[src/rtl/dpll_ctrl_mlane.sv]
// DPLL search-loop controller with N_LANES parallel BCP dispatch.
// Optional statistics counters are built when DPLL_STATS_EN is defined.
module dpll_ctrl_mlane #(
    parameter int VAR_BITS    = 8,
    parameter int CLAUSE_BITS = 10,
    parameter int N_LANES     = 2
) (
    input  logic                           clock,
    input  logic                           reset,
    input  logic                           start,
    input  logic [VAR_BITS-1:0]            num_vars,
    input  logic                           imp_empty,
    input  logic [VAR_BITS-1:0]            imp_var,
    input  logic                           imp_val,
    output logic                           imp_pop,
    output logic                           imp_flush,
    input  logic                           tr_empty,
    input  logic [VAR_BITS-1:0]            tr_var,
    input  logic                           tr_val,
    input  logic                           tr_type,
    output logic                           tr_push,
    output logic                           tr_pop,
    output logic [VAR_BITS-1:0]            tr_var_in,
    output logic                           tr_val_in,
    output logic                           tr_type_in,
    output logic [VAR_BITS-1:0]            vs_rd_var,
    input  logic                           vs_rd_unassigned,
    output logic                           vs_wr,
    output logic [VAR_BITS-1:0]            vs_var,
    output logic                           vs_val,
    output logic                           vs_unassign,
    output logic                           rng_rd,
    output logic [VAR_BITS-1:0]            rng_var,
    input  logic [CLAUSE_BITS-1:0]         rng_start,
    input  logic [CLAUSE_BITS-1:0]         rng_end,
    input  logic [N_LANES-1:0]             bcp_ready,
    input  logic [N_LANES-1:0]             bcp_busy,
    input  logic [N_LANES-1:0]             bcp_conflict,
    output logic [N_LANES-1:0]             bcp_valid,
    output logic [N_LANES*CLAUSE_BITS-1:0] bcp_clause,
    output logic                           bcp_clear,
    output logic                           sat,
    output logic                           unsat,
    output logic                           done,
    output logic [3:0]                     state_out,
    output logic [31:0]                    decision_cnt,
    output logic [31:0]                    conflict_cnt
);

    typedef enum logic [3:0] {
        S_IDLE      = 4'd0,
        S_FIND      = 4'd1,
        S_SCAN      = 4'd2,
        S_RANGE     = 4'd3,
        S_DISPATCH  = 4'd4,
        S_DRAIN     = 4'd5,
        S_BACKTRACK = 4'd6,
        S_FLIP      = 4'd7,
        S_SAT       = 4'd8,
        S_UNSAT     = 4'd9
    } state_t;

    localparam logic [CLAUSE_BITS:0] C_ONE = 1;
    localparam logic [VAR_BITS:0]    V_ONE = 1;

    state_t                                r_state;
    logic [VAR_BITS:0]                     r_scan_ptr;
    logic [CLAUSE_BITS:0]                  r_ptr;
    logic [CLAUSE_BITS:0]                  r_end;
    logic                                  r_rng_wait;
    logic [VAR_BITS-1:0]                   r_bt_var;
    logic                                  r_bt_val;

    logic                                  r_imp_pop;
    logic                                  r_imp_flush;
    logic                                  r_tr_push;
    logic                                  r_tr_pop;
    logic [VAR_BITS-1:0]                   r_tr_var_in;
    logic                                  r_tr_val_in;
    logic                                  r_tr_type_in;
    logic                                  r_vs_wr;
    logic [VAR_BITS-1:0]                   r_vs_var;
    logic                                  r_vs_val;
    logic                                  r_vs_unassign;
    logic                                  r_rng_rd;
    logic [VAR_BITS-1:0]                   r_rng_var;
    logic [N_LANES-1:0]                    r_bcp_valid;
    logic [N_LANES-1:0][CLAUSE_BITS-1:0]   r_bcp_clause;
    logic                                  r_bcp_clear;
    logic                                  r_sat;
    logic                                  r_unsat;
    logic                                  r_done;

    logic [N_LANES-1:0]                    w_issue;
    logic [N_LANES-1:0][CLAUSE_BITS-1:0]   w_clause;
    logic [CLAUSE_BITS:0]                  w_next_ptr;
    logic                                  w_scan_end;

    // Ready lanes take consecutive clauses in ascending lane order until end.
    always_comb begin
        w_issue    = '0;
        w_clause   = '0;
        w_next_ptr = r_ptr;
        for (int unsigned k = 0; k < N_LANES; k++) begin
            if (bcp_ready[k] && (w_next_ptr < r_end)) begin
                w_issue[k]  = 1'b1;
                w_clause[k] = w_next_ptr[CLAUSE_BITS-1:0];
                w_next_ptr  = w_next_ptr + C_ONE;
            end
        end
    end

    assign w_scan_end = (r_scan_ptr >= {1'b0, num_vars});

    always_ff @(posedge clock) begin
        if (reset) begin
            r_state       <= S_IDLE;
            r_scan_ptr    <= '0;
            r_ptr         <= '0;
            r_end         <= '0;
            r_rng_wait    <= 1'b0;
            r_bt_var      <= '0;
            r_bt_val      <= 1'b0;
            r_imp_pop     <= 1'b0;
            r_imp_flush   <= 1'b0;
            r_tr_push     <= 1'b0;
            r_tr_pop      <= 1'b0;
            r_tr_var_in   <= '0;
            r_tr_val_in   <= 1'b0;
            r_tr_type_in  <= 1'b0;
            r_vs_wr       <= 1'b0;
            r_vs_var      <= '0;
            r_vs_val      <= 1'b0;
            r_vs_unassign <= 1'b0;
            r_rng_rd      <= 1'b0;
            r_rng_var     <= '0;
            r_bcp_valid   <= '0;
            r_bcp_clause  <= '0;
            r_bcp_clear   <= 1'b0;
            r_sat         <= 1'b0;
            r_unsat       <= 1'b0;
            r_done        <= 1'b0;
        end else begin
            r_imp_pop   <= 1'b0;
            r_imp_flush <= 1'b0;
            r_tr_push   <= 1'b0;
            r_tr_pop    <= 1'b0;
            r_vs_wr     <= 1'b0;
            r_rng_rd    <= 1'b0;
            r_bcp_valid <= '0;
            r_bcp_clear <= 1'b0;

            case (r_state)
                S_IDLE: begin
                    if (start) begin
                        r_scan_ptr <= '0;
                        r_state    <= S_FIND;
                    end
                end
                S_FIND: begin
                    if (!imp_empty) begin
                        r_imp_pop     <= 1'b1;
                        r_vs_wr       <= 1'b1;
                        r_vs_var      <= imp_var;
                        r_vs_val      <= imp_val;
                        r_vs_unassign <= 1'b0;
                        r_tr_push     <= 1'b1;
                        r_tr_var_in   <= imp_var;
                        r_tr_val_in   <= imp_val;
                        r_tr_type_in  <= 1'b1;
                        r_rng_rd      <= 1'b1;
                        r_rng_var     <= imp_var;
                        r_rng_wait    <= 1'b1;
                        r_state       <= S_RANGE;
                    end else begin
                        r_state <= S_SCAN;
                    end
                end
                S_SCAN: begin
                    if (w_scan_end) begin
                        r_sat   <= 1'b1;
                        r_done  <= 1'b1;
                        r_state <= S_SAT;
                    end else if (vs_rd_unassigned) begin
                        r_vs_wr       <= 1'b1;
                        r_vs_var      <= r_scan_ptr[VAR_BITS-1:0];
                        r_vs_val      <= 1'b0;
                        r_vs_unassign <= 1'b0;
                        r_tr_push     <= 1'b1;
                        r_tr_var_in   <= r_scan_ptr[VAR_BITS-1:0];
                        r_tr_val_in   <= 1'b0;
                        r_tr_type_in  <= 1'b0;
                        r_rng_rd      <= 1'b1;
                        r_rng_var     <= r_scan_ptr[VAR_BITS-1:0];
                        r_rng_wait    <= 1'b1;
                        r_state       <= S_RANGE;
                    end else begin
                        r_scan_ptr <= r_scan_ptr + V_ONE;
                    end
                end
                // First cycle carries the registered rng_rd; table data arrives the next.
                S_RANGE: begin
                    if (r_rng_wait) begin
                        r_rng_wait <= 1'b0;
                    end else begin
                        r_ptr <= {1'b0, rng_start};
                        r_end <= {1'b0, rng_end};
                        r_state <= (rng_start >= rng_end) ? S_DRAIN : S_DISPATCH;
                    end
                end
                S_DISPATCH, S_DRAIN: begin
                    if (|bcp_conflict) begin
                        r_bcp_clear <= 1'b1;
                        r_imp_flush <= 1'b1;
                        r_scan_ptr  <= '0;
                        r_state     <= S_BACKTRACK;
                    end else if (r_state == S_DISPATCH) begin
                        r_bcp_valid  <= w_issue;
                        r_bcp_clause <= w_clause;
                        r_ptr        <= w_next_ptr;
                        if (w_next_ptr == r_end)
                            r_state <= S_DRAIN;
                    end else if ((bcp_busy == '0) && (r_bcp_valid == '0)) begin
                        r_state <= S_FIND;
                    end
                end
                // A pop in flight leaves the stack top stale for one cycle.
                S_BACKTRACK: begin
                    if (!r_tr_pop) begin
                        if (tr_empty) begin
                            r_unsat <= 1'b1;
                            r_done  <= 1'b1;
                            r_state <= S_UNSAT;
                        end else if (tr_type) begin
                            r_tr_pop      <= 1'b1;
                            r_vs_wr       <= 1'b1;
                            r_vs_var      <= tr_var;
                            r_vs_val      <= 1'b0;
                            r_vs_unassign <= 1'b1;
                        end else begin
                            r_tr_pop      <= 1'b1;
                            r_vs_wr       <= 1'b1;
                            r_vs_var      <= tr_var;
                            r_vs_val      <= ~tr_val;
                            r_vs_unassign <= 1'b0;
                            r_bt_var      <= tr_var;
                            r_bt_val      <= tr_val;
                            r_state       <= S_FLIP;
                        end
                    end
                end
                S_FLIP: begin
                    r_tr_push    <= 1'b1;
                    r_tr_var_in  <= r_bt_var;
                    r_tr_val_in  <= ~r_bt_val;
                    r_tr_type_in <= 1'b1;
                    r_rng_rd     <= 1'b1;
                    r_rng_var    <= r_bt_var;
                    r_rng_wait   <= 1'b1;
                    r_state      <= S_RANGE;
                end
                S_SAT, S_UNSAT: begin
                end
                default: r_state <= S_IDLE;
            endcase
        end
    end

`ifdef DPLL_STATS_EN
    logic [31:0] r_decision_cnt;
    logic [31:0] r_conflict_cnt;
    logic        w_dec_evt;
    logic        w_conf_evt;

    assign w_dec_evt  = (r_state == S_SCAN) && !w_scan_end && vs_rd_unassigned;
    assign w_conf_evt = ((r_state == S_DISPATCH) || (r_state == S_DRAIN)) && (|bcp_conflict);

    always_ff @(posedge clock) begin
        if (reset) begin
            r_decision_cnt <= '0;
            r_conflict_cnt <= '0;
        end else begin
            if (w_dec_evt && (r_decision_cnt != '1))
                r_decision_cnt <= r_decision_cnt + 32'd1;
            if (w_conf_evt && (r_conflict_cnt != '1))
                r_conflict_cnt <= r_conflict_cnt + 32'd1;
        end
    end

    assign decision_cnt = r_decision_cnt;
    assign conflict_cnt = r_conflict_cnt;
`else
    assign decision_cnt = '0;
    assign conflict_cnt = '0;
`endif

    assign imp_pop     = r_imp_pop;
    assign imp_flush   = r_imp_flush;
    assign tr_push     = r_tr_push;
    assign tr_pop      = r_tr_pop;
    assign tr_var_in   = r_tr_var_in;
    assign tr_val_in   = r_tr_val_in;
    assign tr_type_in  = r_tr_type_in;
    assign vs_rd_var   = r_scan_ptr[VAR_BITS-1:0];
    assign vs_wr       = r_vs_wr;
    assign vs_var      = r_vs_var;
    assign vs_val      = r_vs_val;
    assign vs_unassign = r_vs_unassign;
    assign rng_rd      = r_rng_rd;
    assign rng_var     = r_rng_var;
    assign bcp_valid   = r_bcp_valid;
    assign bcp_clause  = r_bcp_clause;
    assign bcp_clear   = r_bcp_clear;
    assign sat         = r_sat;
    assign unsat       = r_unsat;
    assign done        = r_done;
    assign state_out   = r_state;

endmodule

[config.mk]
export PLATFORM = sky130hd
export DESIGN_NAME = dpll_ctrl_mlane
export DESIGN_NICKNAME = d
export VERILOG_FILES = /design/src/rtl/dpll_ctrl_mlane.sv
export SDC_FILE = /design/constraint.sdc
export NUM_CORES = 1
export LEC_CHECK = 0
export CORE_MARGIN = 8
export CORE_UTILIZATION = 43
export CTS_CLUSTER_SIZE = 8
export DETAILED_ROUTE_END_ITERATION = 16
export HOLD_SLACK_MARGIN = 0.05
export PLACE_DENSITY_LB_ADDON = 0.12
export SLEW_MARGIN = 30
export SYNTH_ARGS = -nofsm -noshare
export SYNTH_HDL_FRONTEND = slang
export SYNTH_SLANG_ARGS = --single-unit
[constraint.sdc]
create_clock -name clock -period 5.1 [get_ports clock]
set_input_delay 0.51 -clock clock [delete_from_list [all_inputs] [get_ports clock]]
set_output_delay 0.51 -clock clock [all_outputs]
set_load 0.02 [all_outputs]
Yosys cells after proc, flatten, opt, wreduce, memory -nomap -nowiden. Index checks and enable logic that the tools add are counted.

Bits in registers: 94. Output and inout port bits: 136. Word-level logic and storage cells: 167.

$add $sub $neg: 3. $lt $le $gt $ge: 4. Equality and inequality tests: 27. Mux-type cells: 66. Bitwise gates (word level): 12. Reduce and logical (&&, ||, !) cells: 31.

Operator list (number): 2-to-1 mux 11 bit (5); case mux 8 bit (3 select lines) (2); 2-to-1 mux 4 bit (11); 2-to-1 mux 8 bit (5); 2-to-1 mux 9 bit (4); case mux 4 bit (8 select lines) (1); case mux 9 bit (3 select lines) (1); 2-to-1 mux 1 bit (26); inequality test 2 bit, second input constant (13); adder 11 x 1 -> 11 bit, second input constant (2); < comparator 11 x 10 -> 1 bit (2); case mux 11 bit (2 select lines) (1); 2-to-1 mux 10 bit (2); AND reduction 4 bit (5); case mux 1 bit (3 select lines) (6); equality test 4 x 3 -> 1 bit, second input constant (4); NOT 1 bit (12); OR reduction 2 bit (6); equality test 11 x 10 -> 1 bit (1); greater-or-equal comparator 10 bit (1); adder 9 x 1 -> 9 bit, second input constant (1); greater-or-equal comparator 9 x 8 -> 1 bit (1); nonzero test 3 bit (3); equality test 4 x 2 -> 1 bit, second input constant (2); 17 further kinds (26).

Longest topological paths before layout. Gate-level depths: netlist of run 1.

Depth in word-level cells: 11. Gate-level depth with buffers: 20. Mapped depth without buffers: 20.

Worst setup path after synthesis of run 1. No wires, ideal clock.

Path type: flip-flop to flip-flop. Start point: reg r_end[9]. End point: reg r_state[0] (netlist: state_out[0]). Setup time: 103 ps. Arrival: 4721 ps. Required time: 4997 ps. Path slack: 276 ps. Cell stages (with the launch flop): 21. Path buffers: 0. Clock period less this slack: 4824 ps. Cells stage by stage: dfxtp_1 -> inv_1 -> ha_1 -> and4b_2 -> a22oi_2 -> nand2_2 -> a2111oi_0 -> xnor2_1 -> inv_1 -> ha_1 -> a211oi_1 -> o21ai_0 -> a21oi_1 -> o211ai_1 -> a2111oi_4 -> and2_2 -> mux2i_1 -> a2111o_1 -> nor4b_2 -> a41oi_1 -> a2111oi_2.

Word-level cells in the longest chain between the ends: 9.

Ends and longest elaborated chain: start: declaration (RTL line 69) `logic [CLAUSE_BITS:0] r_end;`; start signal: assignment (RTL line 207) `r_end <= {1'b0, rng_end};`; < comparator 11 x 10 -> 1 bit (RTL line 105) `if (bcp_ready[k] && (w_next_ptr < r_end)) begin`; logical AND 1 bit (RTL line 105); 2-to-1 mux 11 bit (RTL line 105); < comparator 11 x 10 -> 1 bit (RTL line 105); logical AND 1 bit (RTL line 105); 2-to-1 mux 11 bit (RTL line 105); equality test 11 x 10 -> 1 bit * (RTL line 221) `if (w_next_ptr == r_end)`; inequality test 4 bit (no line) *; AND reduction 8 bit (no line) *; end signal: assignment (RTL line 208) `r_state <= (rng_start >= rng_end) ? S_DRAIN : S_DISPATCH;`; end: declaration (RTL line 66) `state_t r_state;`.

Mark *: on every way between the ends. The rest lies on a longest branch, timed or not. A chain may end at the register's enable or synchronous reset.

Worst setup path in the final report of run 1. Ends and elaborated chain as after synthesis.

==> flow_metrics.tcl, run 1 <==
set metrics [dict create \
    outcome "finished, final reports clean" \
    fin_crit_ns 4.831 \
    startpoint "r_end[9]" \
    clk_latency_ns 0.36 \
    die_y_um 138.3 \
    synth-seq-cells 94 \
    syn_to_final_growth_pct 27.09 \
    hold_path.startpoint "bcp_clause[4]" \
    synthArstFlopShare_pct 0 \
    grt_start_max_net_pins 58 \
    p_total_mw 3.785 \
    power.share.switching_pct 44.61 \
    max_slew.worst_pin.slew_ns 0.9707 \
    placed_area_um2 7759 \
    drv_slew 0 \
    p_int_mw 2.097 \
    post_route_cells_drive_above_1_share_pct 12.03 \
    yosys.area.top_type "dfxtp_1" \
    leakage_nw 3.239 \
    max_freq_ghz 0.2070 \
    p_per_area_nw_per_um2 463.2 \
    clock_skew_ns 0.01332 \
    die_x_um 138.3 \
    drt_first_pass_iters 4 \
    synth_edf_count 0 \
    detail-route-antenna-nets 0 \
    seq_area_frac_synth_pct 29.27 \
    syn_inst 800 \
    wl_mm 21.33 \
    first_iter_violations 389 \
    grt_use_total_pct 21.52 \
    setup_slack_ns 0.2694 \
    critPathArrivalTime_ns 5.09 \
    setup-violations-final 0 \
    clk_pin_slew_ns 0.07 \
    vdd_ir_drop_max_mv 0.2197 \
    synth_top_area_share_pct 29.27 \
    viasPerCell 5.357 \
    drv_cap 0 \
    portBuffers 130 \
    clkSinkCount 94 \
    critPathMaxFanout 6 \
    drc_errors 0 \
    wl_per_cell_um 18.99 \
    crit_type "reg2reg" \
    start_util_pct 44.07 \
    fin_nets 1034 \
    synthTopCellsByArea "dfxtp_1 29%, buf_4 9.7%, ha_1 8.0%" \
    place_congestion 0.9118 \
    dpl.hpwl_mm 16.80 \
    yosys.cell_types.count 70 \
    grt-ovfl-total 0 \
    synth_flop_cell "dfxtp_1" \
    tns_ns 0 \
    cts_root_buf "clkbuf_16" \
    finalHoldViolCount 0 \
    antenna_cells 0 \
    p_switching_mw 1.689 \
    place_ws_ns -0.06726 \
    p_comb_share_pct 56.7 \
    final_common_cell "clkdlybuf4s50_1" \
    antenna_found_initial 0 \
    hp-class "reg2reg" \
    fp-row-count 44 \
    grt_pass1_wl_mm 33.30 \
    design.die.area_um2 19120 \
    cts_buffer_depth 2 \
    cts-buffers-inserted 9 \
    core-area_um2 14590 \
    layout_common_cells "129 x clkdlybuf4s50_1, 101 x nor2_1, 93 x dfxtp_1, 64 x nand2_1, 64 x conb_1" \
    syn_area_per_cell_um2 8.037 \
    clkPwrFrac_pct 17.5 \
    worst_ep_required_time_ns 5.36 \
    first_global_vias 5876 \
    p_seq_share_pct 25.8 \
    synth-warning-count 0 \
    max_slew_margin_pct 34.80 \
    startpoint_type "flop" \
    r2r-start "r_end[9]" \
    cts_max_level 3 \
    fin_util_pct 56.01 \
    tritoncts "done" \
    syn_area_um2 6430 \
    period_share_pct 94.72 \
    crit_path_end_kind "flop" \
    vias 6016 \
    postLayoutCellArea_um2 8172 \
    ios 195 \
]
==> sequential cells by signal (all words and copies together) (netlist names), 2 cells and up <==
register,cells
bcp_clause,20
r_end,10
vs_var,8
r_scan_ptr,9
state_out,4
rng_var,8
r_bt_var,8
bcp_valid,2
r_ptr,11
==> through the flow <==
step                hold WS [ns]  std cells
floorplan                 0.4604        863
global route              0.4695       1123
CTS                       0.4544       1120
finish                    0.4518       1123
global placement          0.4402       1104
detailed placement        0.4426       1104
==> timing repair <==
| item | in CTS | in global routing |
|---|---|---|
| setup endpoints to repair | 1 | 1 |
| hold buffers | 0 | 0 |
| buffers inserted | 0 | 3 |
| gates resized for setup | 2 | 20 |
| pin swaps | 1 | 11 |
==> critical path, cell delays in order, from the launching register on <==
cell,delay [ns]
dfxtp_1,0.34
inv_1,0.08
ha_1,0.30
and4b_2,0.28
a22oi_2,0.23
nand2_2,0.12
buf_4,0.17
buf_4,0.16
a2bb2oi_1,0.26
nand2_1,0.12
ha_1,0.30
a211o_1,0.26
a21oi_1,0.15
o211ai_1,0.20
buf_4,0.20
a2111oi_4,0.22
buf_4,0.19
buf_4,0.12
nand4_1,0.16
xnor2_2,0.21
nor4b_4,0.30
a41oi_2,0.16
a2111oi_2,0.21
==> cells by family (layout without fill, tap and decap cells) <==
| logic type | Yosys count | in the layout | share of synthesized area [%] |
|---|---|---|---|
| and+or+nand+nor | 263 | 263 | 18.95 |
| other | 1 | 64 | 0.05832 |
| DFF | 94 | 94 | 29.27 |
| xor gates and xnor gates | 28 | 28 | 4.028 |
| muxes | 34 | 34 | 5.332 |
| buffers and inverters | 166 | 242 | 15.39 |
| adders and majority gates | 41 | 41 | 7.978 |
| AOI/OAI and AO/OA | 173 | 173 | 18.99 |
==> layer usage <==
metal  vias up  track usage [%]  wire (um)
li1       2928                -          -
met1      2867            23.00       8359
met2       188            40.59      11430
met3        33            4.178        987
met4         0            8.238        549
met5         -                0          0
==> power by group through the flow <==
stage               Clock (mW)  Sequential (mW)  Combinational [mW]
floorplan                    0             1.06                1.26
global placement             0            0.987                2.01
detailed placement           0            0.993                2.02
CTS                      0.685            0.976                2.04
global route             0.708            0.992                2.31
finish                   0.663            0.977                2.15
==> worst paths after layout <==
kind                   end  slack (ns)  cells past startpoint
min reg2reg  bcp_clause[4]        0.45                      2
max           state_out[0]        0.27                     22
max reg2reg   state_out[0]        0.27                     22
min          bcp_clause[4]        0.45                      2
==> synthesized netlist by cell type (all sizes together) (3+ instances only) <==
| library cell | number |
|---|---|
| nor2 | 104 |
| dfxtp | 94 |
| buf | 85 |
| nand2 | 65 |
| a21oi | 46 |
| inv | 44 |
| ha | 41 |
| clkbuf | 37 |
| mux2i | 32 |
| o21ai | 26 |
| nand3 | 25 |
| a22oi | 19 |
| nor3 | 16 |
| xnor2 | 15 |
| o211ai | 12 |
| xor2 | 12 |
| a211oi | 11 |
| nand4 | 11 |
| a211o | 10 |
| a311oi | 9 |
| and3 | 8 |
| nand2b | 7 |
| a21o | 5 |
| a31oi | 5 |
| nor4 | 5 |
| a2111oi | 4 |
| and2 | 4 |
| nor2b | 4 |
| o21a | 4 |
| or2 | 4 |
| a41oi | 3 |
| o22ai | 3 |
==> area by class of cell <==
type	instances	area (um^2)
Fill cell	1387	6417
Clock inverter	6	55.05
Clock buffer	10	229.0
Timing Repair Buffer	182	1687
Multi-Input combinational cell	603	3923
Inverter	44	165.2
Tap cell	184	230.2
Sequential cell	94	1883
Note: power is estimated with default switching activity, not from simulation.
==> inputs of run 2 (changes only) <==
--- a/config.mk
+++ b/config.mk
@@ -9,7 +9,6 @@
 export CORE_UTILIZATION = 43
 export CTS_CLUSTER_SIZE = 8
 export DETAILED_ROUTE_END_ITERATION = 16
-export HOLD_SLACK_MARGIN = 0.05
 export PLACE_DENSITY_LB_ADDON = 0.12
 export SLEW_MARGIN = 30
 export SYNTH_ARGS = -nofsm -noshare
==> results of run 2 <==
Same layout as run 1: the final DEF is identical, and so are final timing and power.
